`src/rtl/pc_pkg.sv`:
```
// Shared types and helpers for the program counter with its return-address stack.
package pc_pkg;
  localparam int MAX_W = 64;

  typedef enum logic [3:0] {
    PC_HOLD, PC_CLEAR, PC_RET, PC_CALL, PC_DBUS, PC_LOAD1, PC_LOAD2, PC_REL, PC_UP
  } pc_op_e;

  // Sign-extends the low ofs_w bits of ofs to MAX_W bits.
  function automatic logic [MAX_W-1:0] sext_ofs(input logic [MAX_W-1:0] ofs,
                                                input int unsigned     ofs_w);
    logic signed [MAX_W-1:0] t;
    t = signed'(ofs << (MAX_W - ofs_w));
    return unsigned'(t >>> (MAX_W - ofs_w));
  endfunction
endpackage

```
`src/rtl/pc_stack_unit_if.sv`:
```
// Controller-facing command/status bundle of the program counter unit.
interface pc_stack_unit_if import pc_pkg::*; #(
  parameter int WIDTH = 8,
  parameter int DEPTH = 4,
  parameter int OFS_W = 8
);
  localparam int SP_W = $clog2(DEPTH + 1);

  logic             clear;
  logic [WIDTH-1:0] d_bus;
  logic             d_bus_en;
  logic [WIDTH-1:0] input1;
  logic             load1;
  logic [WIDTH-1:0] input2;
  logic             load2;
  logic [OFS_W-1:0] rel_ofs;
  logic             rel_en;
  logic             call_en;
  logic             ret_en;
  logic             up;
  logic [1:0]       step;
  logic [WIDTH-1:0] pc_out;
  logic [WIDTH-1:0] ret_top;
  logic [SP_W-1:0]  sp;
  logic             stk_empty;
  logic             stk_full;
  logic             ovf;
  logic             unf;

  modport master (
    output clear, d_bus, d_bus_en, input1, load1, input2, load2,
           rel_ofs, rel_en, call_en, ret_en, up, step,
    input  pc_out, ret_top, sp, stk_empty, stk_full, ovf, unf
  );

  modport slave (
    input  clear, d_bus, d_bus_en, input1, load1, input2, load2,
           rel_ofs, rel_en, call_en, ret_en, up, step,
    output pc_out, ret_top, sp, stk_empty, stk_full, ovf, unf
  );
endinterface

```
`src/rtl/pc_ret_stack.sv`:
```
// Return-address LIFO: owns the stack pointer and the sticky overflow/underflow flags.
module pc_ret_stack import pc_pkg::*; #(
  parameter int WIDTH = 8,
  parameter int DEPTH = 4
) (
  input  logic                         clk,
  input  logic                         rst_n,
  input  logic                         clear,
  input  logic                         push,
  input  logic                         pop,
  input  logic [WIDTH-1:0]             push_data,
  output logic [WIDTH-1:0]             top,
  output logic [$clog2(DEPTH+1)-1:0]   sp,
  output logic                         full,
  output logic                         empty,
  output logic                         ovf,
  output logic                         unf
);
  localparam int SP_W  = $clog2(DEPTH + 1);
  localparam int IDX_W = (DEPTH > 1) ? $clog2(DEPTH) : 1;

  logic [WIDTH-1:0] mem [DEPTH];
  logic [SP_W-1:0]  sp_q;
  logic             ovf_q, unf_q;
  logic             do_push, do_pop;

  assign empty   = (sp_q == '0);
  assign full    = (sp_q == SP_W'(DEPTH));
  assign do_push = rst_n & ~clear & push & ~full;
  assign do_pop  = rst_n & ~clear & pop & ~empty;

  always_ff @(posedge clk) begin
    if (!rst_n || clear) begin
      sp_q  <= '0;
      ovf_q <= 1'b0;
      unf_q <= 1'b0;
    end else begin
      if (do_push)     sp_q <= sp_q + SP_W'(1);
      else if (do_pop) sp_q <= sp_q - SP_W'(1);
      if (push && full)  ovf_q <= 1'b1;
      if (pop && empty)  unf_q <= 1'b1;
    end
  end

  // Storage is deliberately left out of reset; sp alone defines what is valid.
  always_ff @(posedge clk) begin
    if (do_push) mem[IDX_W'(sp_q)] <= push_data;
  end

  assign top = empty ? '0 : mem[IDX_W'(sp_q - SP_W'(1))];
  assign sp  = sp_q;
  assign ovf = ovf_q;
  assign unf = unf_q;
endmodule

```
`src/rtl/pc_stack_unit.sv`:
```
// Program counter with load/relative/increment sources and a hardware call/return stack.
module pc_stack_unit import pc_pkg::*; #(
  parameter int               WIDTH    = 8,
  parameter int               DEPTH    = 4,
  parameter int               OFS_W    = 8,
  parameter logic [WIDTH-1:0] RESET_PC = '0
) (
  input  logic            clk,
  input  logic            rst_n,
  pc_stack_unit_if.slave  bus
);
  pc_op_e           op;
  logic [WIDTH-1:0] pc_q, step_ext, rel_ext, top;
  logic             full, empty;

  always_comb begin
    op = PC_HOLD;
    if      (bus.clear)    op = PC_CLEAR;
    else if (bus.ret_en)   op = PC_RET;
    else if (bus.call_en)  op = PC_CALL;
    else if (bus.d_bus_en) op = PC_DBUS;
    else if (bus.load1)    op = PC_LOAD1;
    else if (bus.load2)    op = PC_LOAD2;
    else if (bus.rel_en)   op = PC_REL;
    else if (bus.up)       op = PC_UP;
  end

  assign step_ext = WIDTH'(bus.step);
  assign rel_ext  = WIDTH'(sext_ofs(MAX_W'(bus.rel_ofs), OFS_W));

  pc_ret_stack #(.WIDTH(WIDTH), .DEPTH(DEPTH)) u_stack (
    .clk       (clk),
    .rst_n     (rst_n),
    .clear     (op == PC_CLEAR),
    .push      (op == PC_CALL),
    .pop       (op == PC_RET),
    .push_data (pc_q + step_ext),
    .top       (top),
    .sp        (bus.sp),
    .full      (full),
    .empty     (empty),
    .ovf       (bus.ovf),
    .unf       (bus.unf)
  );

  // A rejected call/ret leaves the PC where it was so software can recover.
  always_ff @(posedge clk) begin
    if (!rst_n) pc_q <= RESET_PC;
    else begin
      case (op)
        PC_CLEAR: pc_q <= RESET_PC;
        PC_RET:   if (!empty) pc_q <= top;
        PC_CALL:  if (!full)  pc_q <= bus.input1;
        PC_DBUS:  pc_q <= bus.d_bus;
        PC_LOAD1: pc_q <= bus.input1;
        PC_LOAD2: pc_q <= bus.input2;
        PC_REL:   pc_q <= pc_q + rel_ext;
        PC_UP:    pc_q <= pc_q + step_ext;
        default:  pc_q <= pc_q;
      endcase
    end
  end

  assign bus.pc_out    = pc_q;
  assign bus.ret_top   = top;
  assign bus.stk_empty = empty;
  assign bus.stk_full  = full;
endmodule

```
`src/flat_wrapper.sv`:
```
// flat-port wrapper written by rule: the top's interface ports become plain ports
module pc_stack_unit_flat import pc_pkg::*;
#(
  parameter int               WIDTH    = 8,
  parameter int               DEPTH    = 4,
  parameter int               OFS_W    = 8,
  parameter logic [WIDTH-1:0] RESET_PC = '0
)
  (clk, rst_n, bus_clear, bus_d_bus, bus_d_bus_en, bus_input1, bus_load1, bus_input2, bus_load2, bus_rel_ofs, bus_rel_en, bus_call_en, bus_ret_en, bus_up, bus_step, bus_pc_out, bus_ret_top, bus_sp, bus_stk_empty, bus_stk_full, bus_ovf, bus_unf);
  pc_stack_unit_if #(.WIDTH(WIDTH), .DEPTH(DEPTH), .OFS_W(OFS_W)) bus_i ();
  input  logic clk;
  input  logic rst_n;
  input wire logic [$bits(bus_i.clear)-1:0] bus_clear;
  input wire logic [$bits(bus_i.d_bus)-1:0] bus_d_bus;
  input wire logic [$bits(bus_i.d_bus_en)-1:0] bus_d_bus_en;
  input wire logic [$bits(bus_i.input1)-1:0] bus_input1;
  input wire logic [$bits(bus_i.load1)-1:0] bus_load1;
  input wire logic [$bits(bus_i.input2)-1:0] bus_input2;
  input wire logic [$bits(bus_i.load2)-1:0] bus_load2;
  input wire logic [$bits(bus_i.rel_ofs)-1:0] bus_rel_ofs;
  input wire logic [$bits(bus_i.rel_en)-1:0] bus_rel_en;
  input wire logic [$bits(bus_i.call_en)-1:0] bus_call_en;
  input wire logic [$bits(bus_i.ret_en)-1:0] bus_ret_en;
  input wire logic [$bits(bus_i.up)-1:0] bus_up;
  input wire logic [$bits(bus_i.step)-1:0] bus_step;
  output wire logic [$bits(bus_i.pc_out)-1:0] bus_pc_out;
  output wire logic [$bits(bus_i.ret_top)-1:0] bus_ret_top;
  output wire logic [$bits(bus_i.sp)-1:0] bus_sp;
  output wire logic [$bits(bus_i.stk_empty)-1:0] bus_stk_empty;
  output wire logic [$bits(bus_i.stk_full)-1:0] bus_stk_full;
  output wire logic [$bits(bus_i.ovf)-1:0] bus_ovf;
  output wire logic [$bits(bus_i.unf)-1:0] bus_unf;
  assign bus_i.clear = bus_clear;
  assign bus_i.d_bus = bus_d_bus;
  assign bus_i.d_bus_en = bus_d_bus_en;
  assign bus_i.input1 = bus_input1;
  assign bus_i.load1 = bus_load1;
  assign bus_i.input2 = bus_input2;
  assign bus_i.load2 = bus_load2;
  assign bus_i.rel_ofs = bus_rel_ofs;
  assign bus_i.rel_en = bus_rel_en;
  assign bus_i.call_en = bus_call_en;
  assign bus_i.ret_en = bus_ret_en;
  assign bus_i.up = bus_up;
  assign bus_i.step = bus_step;
  assign bus_pc_out = bus_i.pc_out;
  assign bus_ret_top = bus_i.ret_top;
  assign bus_sp = bus_i.sp;
  assign bus_stk_empty = bus_i.stk_empty;
  assign bus_stk_full = bus_i.stk_full;
  assign bus_ovf = bus_i.ovf;
  assign bus_unf = bus_i.unf;
  pc_stack_unit #(.WIDTH(WIDTH), .DEPTH(DEPTH), .OFS_W(OFS_W), .RESET_PC(RESET_PC)) u_core (.clk(clk), .rst_n(rst_n), .bus(bus_i));
endmodule
```
`config.mk`:
```
export PLATFORM = sky130hd
export DESIGN_NAME = pc_stack_unit_flat
export DESIGN_NICKNAME = d
export VERILOG_FILES = /design/src/rtl/pc_pkg.sv /design/src/rtl/pc_stack_unit_if.sv /design/src/rtl/pc_ret_stack.sv /design/src/rtl/pc_stack_unit.sv /design/src/flat_wrapper.sv
export SDC_FILE = /design/constraint.sdc
export NUM_CORES = 1
export LEC_CHECK = 0
export ABC_AREA = 0
export CAP_MARGIN = 20
export CORE_MARGIN = 3
export CORE_UTILIZATION = 45
export DETAILED_ROUTE_END_ITERATION = 8
export PLACE_DENSITY_LB_ADDON = 0.25
export SYNTH_ARGS = -nofsm -noshare
export SYNTH_HDL_FRONTEND = slang
export SYNTH_HIERARCHICAL = 1
export SYNTH_SLANG_ARGS = --single-unit
```
`constraint.sdc`:
```
create_clock -name clk -period 2.6 [get_ports clk]
set_input_delay 0.52 -clock clk [delete_from_list [all_inputs] [get_ports clk]]
set_output_delay 0.52 -clock clk [all_outputs]
set_load 0.005 [all_outputs]
```
* Yosys cells after proc, flatten, opt, wreduce, memory -nomap -nowiden *
Memory sizes are Yosys's and may differ from the RTL's.
Cells that the tools add are included.

storage, ports and cells
  register bits = 13
  RAM bits = 32
  bits of input ports = 44
  output and inout bits = 23
  logic and storage cells = 52
  memories kept = 1

memories
  memory              depth  width  rd ports  clocked after memory_dff  write ports  RTL line            source
  u_core.u_stack.mem  4      8      1         0                         1            pc_ret_stack.sv:22  logic [WIDTH-1:0] mem [DEPTH];

cells by class
  add/subtract/negate cells = 4
  eq/ne operators = 11
  multiplexer cells = 16
  bitwise gates (word level) = 8
  reduce and logical (&&, ||, !) cells = 8

operators by type and width
  cell                 count
  $pmux 8 s8           1
  $mux 4               8
  $mux 8               3
  $eq 4x3->1 const B   4
  $add 8x2->8          1
  $add 8x8->8          1
  $eq 4x2->1 const B   2
  $reduce_bool 8->1    1
  $mux 3               2
  $and 1x1->1          5
  $eq 4x1->1 const B   1
  $eq 4x4->1 const B   1
  $ne 2x2->1 const B   2
  $add 3x1->3 const B  1
  $eq 3x3->1 const B   1
  $logic_not 3->1      1
  $not 1->1            3
  $reduce_and 3->1     1
  $sub 3x1->3 const B  1
  $logic_and 1x1->1    2
  $mux 1               2
  $reduce_bool 2->1    1
  $logic_not 1->1      1
  $logic_or 1x1->1     1

* Longest topological paths before layout *
Gate-level depths: netlist of run 1.

  word-level depth = 15
  mapped depth = 10
  gate-level depth less buffers = 8

* Hierarchy *
Netlist of run 1, hierarchy kept.

modules (own cells, without submodules)
  module         instances  cells an instance  area each (µm²)  sequential area each (µm²)
  pc_ret_stack   1          91                 1572.8           1061.0
  pc_stack_unit  1          132                1079.8           160.2

* Least setup slack after synthesis of run 1 *
Ideal clock, no wire load.

  path type = register to register
  from = register u_core.u_stack.sp_q[0] (netlist: u_core/u_stack/sp[0])
  to = register u_core.pc_q[4] (netlist: u_core/bus.pc_out[4])
  library setup time = 0.124 ns
  data arrival time = 2.415 ns
  path slack = 0.060 ns
  stages on the path, launching flop included = 11
  buffers on the path = 2
  cells stage by stage = dfxtp_1 -> buf_2 -> inv_1 -> ha_1 -> clkbuf_1 -> mux4_2 -> nor2b_1 -> a222oi_1 -> nand2_1 -> a221oi_1 -> a21oi_1

between the ends
  longest elaborated chain between the ends = 5
  elaborated cells on any way between the ends = 10
  classes of those cells = add/sub (1); eq/ne (3); mux (3); reduce/logical (2); memory (1)

RTL lines
  item                      RTL line             source
  start: declaration        pc_ret_stack.sv:23   logic [SP_W-1:0] sp_q;
  start signal: assignment  pc_ret_stack.sv:38   if (do_push) sp_q <= sp_q + SP_W'(1);
  start signal: assignment  pc_ret_stack.sv:39   else if (do_pop) sp_q <= sp_q - SP_W'(1);
  $sub 3x1->3               pc_ret_stack.sv:50   assign top = empty ? '0 : mem[IDX_W'(sp_q - SP_W'(1))];
  $mem_v2 4x8               n/a
  $mux 8 *                  pc_ret_stack.sv:50
  named net bus_ret_top[4]  flat_wrapper.sv:27   output wire logic [$bits(bus_i.ret_top)-1:0] bus_ret_top;
  $mux 8 *                  pc_stack_unit.sv:52  PC_RET: if (!empty) pc_q <= top;
  $pmux 8 s8 *              pc_stack_unit.sv:50  case (op)
  end signal: assignment    pc_stack_unit.sv:52
  end signal: assignment    pc_stack_unit.sv:53  PC_CALL: if (!full) pc_q <= bus.input1;
  end signal: assignment    pc_stack_unit.sv:54  PC_DBUS: pc_q <= bus.d_bus;
  end: declaration          pc_stack_unit.sv:13  logic [WIDTH-1:0] pc_q, step_ext, rel_ext, top;

Mark *: on every way through the listed nets, which the timed path passes. The rest lies on a longest branch. The select of a mux whose other input is x is not followed.
A chain may end at the register's enable or synchronous reset.

* Final worst setup path of run 1 *
  from = register u_core.u_stack.sp_q[0] (netlist: u_core/u_stack/sp[0])
  to = output bus_ret_top[5]

between the ends
  longest elaborated chain between the ends = 3
  elaborated cells on any way between the ends = 4
  classes of those cells = add/sub (1); mux (1); reduce/logical (1); memory (1)

RTL lines
  item              RTL line
  $sub 3x1->3       pc_ret_stack.sv:50
  $mem_v2 4x8       n/a
  $mux 8 *          pc_ret_stack.sv:50
  end: declaration  flat_wrapper.sv:27

Every way passes the cells marked *; elsewhere a longest branch is shown, timed or not.

==> metrics, run 1 <==
first-pass GRT wire length=10270 um; Top Usage Layer GRT=met2; initial antenna violation count=0; largest net degree at the start of global routing=15; Die X=82.78 um; drt via density=5.646; Hold Vio Cnt, Final=0; fraction of layout cells with a size suffix above 1=0.1909; final antenna-violating net count=0; met1 GRT Util=0.2890; core area=0.005608 mm2; fill count=465; routability cong.=0.7926; Final Worst Setup Slack=50.55 ps; FF-to-FF End=u_core/bus.pc_out[7]; vias=2151; GRT met3 Usage=0.03780; flop-to-flop setup slack=340 ps; CTS tree=built; Crit Reg-Reg Startpoint=u_core/bus.pc_out[1]; Syn Area/Cell=11.89 um2; full die area=0.006852 mm2; Power, Total=1476 uW; most frequent cell after synthesis=edfxtp_1; global-route usage over all layers=0.2049; Layout Skew=7.027 ps; max frequency=0.3922 GHz; yosys warns=6; die height=82.78 um; DRT Pass-1 Iters=4; Syn Std Cell Area=0.002653 mm2; element type at the critical path end=primary output; worst path required time=2080 ps; area leader, netlist=edfxtp_1; worst reg2reg path depth=7; IO Count=67; Gate Count Post-Synth=223; Worst-Skew Late Latency=300 ps; H-tree Lvls=2; DR iter-0 viols=158; Yosys top cell area share=0.3623; hold depth=2; Worst-Margin Slew=631.9 ps; Clock Sinks=45; Post-Route WL=6928 um; n_diodes=0; Starting Density=0.4730; Reg clk slew, reported paths=80 ps; RSZ-0062 raised after global routing=yes; post-synthesis async set-or-reset flop share=0; DPL Wire Length=5105 um; IO buf count=66; crit path DAT=2030 ps; DRC=0; Synth top cells by count=edfxtp_1, ha_1, nand2_1; worst hold-check path type=reg2reg; post-route cell area=0.003702 mm2; met2 Usage GRT=0.3261; WHS Endpoint=u_core/u_stack/ovf; worst vdd ir=268.6 uV; crit share post-route=0.9806; pre-CTS setup slack=-143.3 ps; Sequential Area=0.001222 mm2; min Tclk post-route=2549 ps; worst setup path category=reg2out; area of the multi-input gates=0.001394 mm2; most area-consuming cells after synthesis=edfxtp_1, dfxtp_1, ha_1; Most used DFF post-synth=edfxtp_1; TritonCTS Buffers=5; syn nets=284; #FFs+latches synth=45; leakage=0.001457 uW; min-delay src=u_core/u_stack/ovf; vias in the first global route=2077; Yosys cell types=54; max-cap viol count=0; cell row count=27; CTS root buf=clkbuf_8; Hold Buf Count CTS=0; Worst Path Max Fanout=5; DP Area=0.003493 mm2; EDFF count, synth=32; Slew Limit Fails=0; status=finished clean; Layout area overhead=39.58%; Critical Path Start Type=flop; CTS Buffer Depth=2; total global routing overflow=0; final setup fails=0; WL/cell=18.18 um; sequential area share after synthesis=0.4604; PD cells=398.5 mW/mm2; slew margin rel.=0.5732; nets=369
==> where the power goes <==
part | internal (uW) | total [uW] | switching [uW]
Sequential | 783 | 796 | 13.0
Clock | 187 | 423 | 236
Combinational | 146 | 257 | 111
==> worst max-delay path, stage by stage (launching register included) <==
cell and delay (ps):
dfxtp_1 330, inv_1 80, ha_4 270, buf_6 120, mux4_2 290, and2b_1 190, clkdlybuf4s50_1 450
==> cells in the final DEF, fill, tap and decap left out, types with 3 or more instances in the layout <==
master,instances
inv_1,3
nor2_1,8
buf_12,4
a222oi_1,3
or3_1,3
a31oi_1,3
nand3_1,9
and2_1,8
nand2_1,14
xor2_1,3
buf_4,17
dfxtp_1,12
edfxtp_1,32
clkdlybuf4s50_1,59
a22oi_1,4
nor2b_2,6
clkbuf_8,5
o21ai_0,10
nor2b_1,4
mux4_2,8
a221oi_1,4
a21oi_1,12
dlymetal6s2s_1,7
ha_1,12
xnor2_1,9
==> worst max-delay path by stage <==
stage,startpoint,depth (start not counted),to,slack (ps)
final,u_core/u_stack/sp[0],6,bus_ret_top[5],50
after global routing,u_core/u_stack/sp[0],4,bus_ret_top[5],-30
after CTS,u_core/u_stack/sp[1],5,bus_ret_top[5],10
after detailed placement,bus_rel_ofs[1],8,u_core/bus.pc_out[7],-140
after global placement,bus_rel_ofs[1],8,u_core/bus.pc_out[7],-150
after floorplan,u_core/u_stack/sp[0],10,u_core/bus.pc_out[4],60
==> stage by stage <==
step	utilization	std cells	setup TNS [ps]	hold WS, ps
after floorplan	-	223	0	460.4
after global placement	0.6229	365	-147.8	446.6
after detailed placement	0.6229	365	-143.3	451.4
after CTS	0.6455	374	0	473.5
after global routing	0.6602	381	-33.40	515.6
final	0.6602	381	0	481.3
==> sequential cells by signal (all words and copies together), names as in the netlist <==
signal,flops
u_core/u_stack/unf,1
u_core/u_stack/ovf,1
u_core/u_stack/sp,3
u_core/bus.pc_out,8
u_core/u_stack/mem,32
==> kinds of logic after synthesis <==
kind of cell    count (synthesis)  synth area share
fa+ha+maj                      17           0.08585
flops                          45            0.4604
compound gates                 57            0.1571
buf+inv                        14           0.03018
mux                             8           0.06792
xor+xnor                       12           0.03963
simple gates                   70            0.1590
==> layer usage <==
metal | vias to the layer above | share of wire
met5 | - | 0
met4 | 0 | 0.014
met3 | 12 | 0.081
met2 | 93 | 0.47
met1 | 1017 | 0.43
li1 | 1029 | -
==> timing repair <==
action                     in CTS  in global routing
hold endpoints to repair        0                  0
pin swaps                       0                  1
setup buffers                   1                  7
gates resized for setup         8                 14
setup endpoints to repair       9                  9
==> layout make-up <==
type,instances,area share
multi-input combinational,164,0.3765
sequential,45,0.3302
tap,72,0.02433
clock buffer,6,0.01960
clock inverter,2,0.003042
inverter,4,0.004055
timing repair buffer,88,0.2423
Power figures use the tool's default switching activity.
==> run 2: changes to the inputs <==
--- a/config.mk
+++ b/config.mk
@@ -7,7 +7,6 @@
 export LEC_CHECK = 0
 export ABC_AREA = 0
 export CAP_MARGIN = 20
-export CORE_MARGIN = 3
 export CORE_UTILIZATION = 45
 export DETAILED_ROUTE_END_ITERATION = 8
 export PLACE_DENSITY_LB_ADDON = 0.25
==> metrics, run 2 (same netlist as run 1, synthesis figures left out) <==
Post-Route WL=6889 um (-0.56%); Hold Buf Count CTS=0 (unchanged); core area=0.005608 mm2 (unchanged); hold slack=491.8 ps (+10.51 ps); Sequential Area=0.001222 mm2 (unchanged); PD cells=409.0 mW/mm2 (+2.6%); routability cong.=0.8374 (+5.7%); commonest non-fill, non-tap cells in the layout=clkdlybuf4s50_1, edfxtp_1, nand2_1; Core Util, Final=0.6548 (-0.005354); DPL Wire Length=5186 um (+1.6%); total global routing overflow=0 (unchanged); commonest non-fill, non-tap cell in the layout=clkdlybuf4s50_1; CTS root buf=clkbuf_8; Worst Path Max Fanout=10 (+5); setup TNS=0 ps (unchanged); Layout area overhead=38.44%; hold depth=2 (unchanged); largest net degree at the start of global routing=16 (+1); cell row count=27 (unchanged); IO Count=67 (unchanged); dpl cells=367 (+0.55%); worst hold-check path type=reg2reg; WL/cell=18.27 um (+0.49%); Clock Power Share=0.296 (+0.009); fraction of layout cells with a size suffix above 1=0.1836 (-0.007332); global-route usage over all layers=0.2333 (+0.02847); crit share post-route=0.9737 (-0.006847); n_diodes=0 (unchanged); combinational share of power=0.174 (about the same); crit path DAT=2010 ps (-20 ps); max-cap viol count=0 (unchanged); area of the multi-input gates=0.001399 mm2 (+0.36%); worst path required time=2080 ps (about the same); Largest register FFs=32 (unchanged); IO buf count=66 (unchanged); Die X=78.78 um (-4.8%); drt via density=5.753 (+1.9%); DR iter-0 viols=82 (-48%); element type at the critical path end=primary output; first-pass GRT wire length=10810 um (+5.3%); final antenna-violating net count=0 (unchanged); status=finished clean; DRC=0 (unchanged); flop-to-flop setup slack=310 ps (-30 ps); Sw Pwr=381.2 uW (+5.7%); Power, Total=1502 uW (+1.8%); Layout Skew=5.972 ps (-1.055 ps); WHS Endpoint=u_core/u_stack/unf; Starting Density=0.4730 (unchanged); worst vdd ir=363.6 uV (+35%); TritonCTS Buffers=5 (unchanged); Biggest register=u_core/u_stack/mem; register share of total power=0.530 (-0.009); vias in the first global route=2181 (+5.0%); RSZ-0062 raised after global routing=no; worst reg2reg path depth=7 (unchanged); fill count=463 (-0.43%); Slew Limit Fails=0 (unchanged); min Tclk post-route=2532 ps (-17.80 ps); min-delay src=u_core/u_stack/unf; Reg clk slew, reported paths=90 ps (about the same); slew margin rel.=0.5777 (+0.004515); Worst-Skew Late Latency=300 ps (about the same); Switching Share=0.2538 (+0.009439); final setup fails=0 (unchanged); DRT Pass-1 Iters=4 (unchanged); Worst-Margin Slew=625.2 ps (-6.685 ps); H-tree Lvls=2 (unchanged); CTS tree=built; vias=2169 (+0.84%); nets=365 (-1.1%); final cell count without fillers=377 (-1.0%); full die area=0.006206 mm2 (-9.4%); Crit Reg-Reg Startpoint=u_core/bus.pc_out[1]; max frequency=0.3950 GHz (+0.70%); Hold Vio Cnt, Final=0 (unchanged); Critical Path Start Type=flop; leakage=0.001367 uW (-6.2%); FF-to-FF End=u_core/bus.pc_out[7]; die height=78.78 um (-4.8%); CTS Buffer Depth=2 (unchanged); initial antenna violation count=0 (unchanged); P_int=1121 uW (+0.52%); worst setup path category=reg2out; Clock Sinks=45 (unchanged)
-- run 2: layout make-up --
class | count | share of cell area
clock inverter | 3 | 0.005792
tap | 72 | 0.02453
multi-input combinational | 164 | 0.3809
sequential | 45 | 0.3329
clock buffer | 5 | 0.01874
inverter | 4 | 0.004089
timing repair buffer | 84 | 0.2330
-- run 2: worst max-delay path by stage --
stage                         start                   end  slack (ps)
2_1_floorplan  u_core/u_stack/sp[0]  u_core/bus.pc_out[4]          60
3_3_place_gp         bus_rel_ofs[1]  u_core/bus.pc_out[7]         -90
3_5_place_dp         bus_rel_ofs[1]  u_core/bus.pc_out[7]        -120
4_1_cts        u_core/u_stack/sp[0]        bus_ret_top[5]           5
5_1_grt        u_core/u_stack/sp[0]         bus_stk_empty          10
6_report       u_core/u_stack/sp[0]        bus_ret_top[6]          70
-- run 2: critical path, cell delays in order (launching register included) --
cell	delay, ps
dfxtp_2	340
inv_1	70
ha_4	360
mux4_2	310
nor2b_2	180
clkdlybuf4s50_1	450
-- run 2: power by group through the flow --
stage,Combinational [uW],Sequential [uW],Clock [uW]
after floorplan,121,811,0
after global placement,250,812,0
final,261,796,445
after global routing,283,798,480
after detailed placement,256,813,0
after CTS,259,796,455
-- run 2: routing by layer --
metal | vias to the layer above | routed length (um) | global-route usage
met1 | 1046 | 2902 | 0.3149
met4 | 0 | 76 | 0.05741
met3 | 6 | 567 | 0.04138
met2 | 96 | 3341 | 0.3887
met5 | - | 0 | 0
li1 | 1021 | - | -
-- run 2: through the flow --
stage	cell area, um2	setup WS, ps
floorplan	2653	60.20
global placement	3508	-94.96
detailed placement	3508	-122.8
CTS	3641	4.578
global route	3672	11.54
finish	3672	68.36
-- run 2: what timing repair did --
item,CTS,global route
setup endpoints to repair,8,7
setup buffers,1,1
resized for setup,12,10
pin swaps,1,1
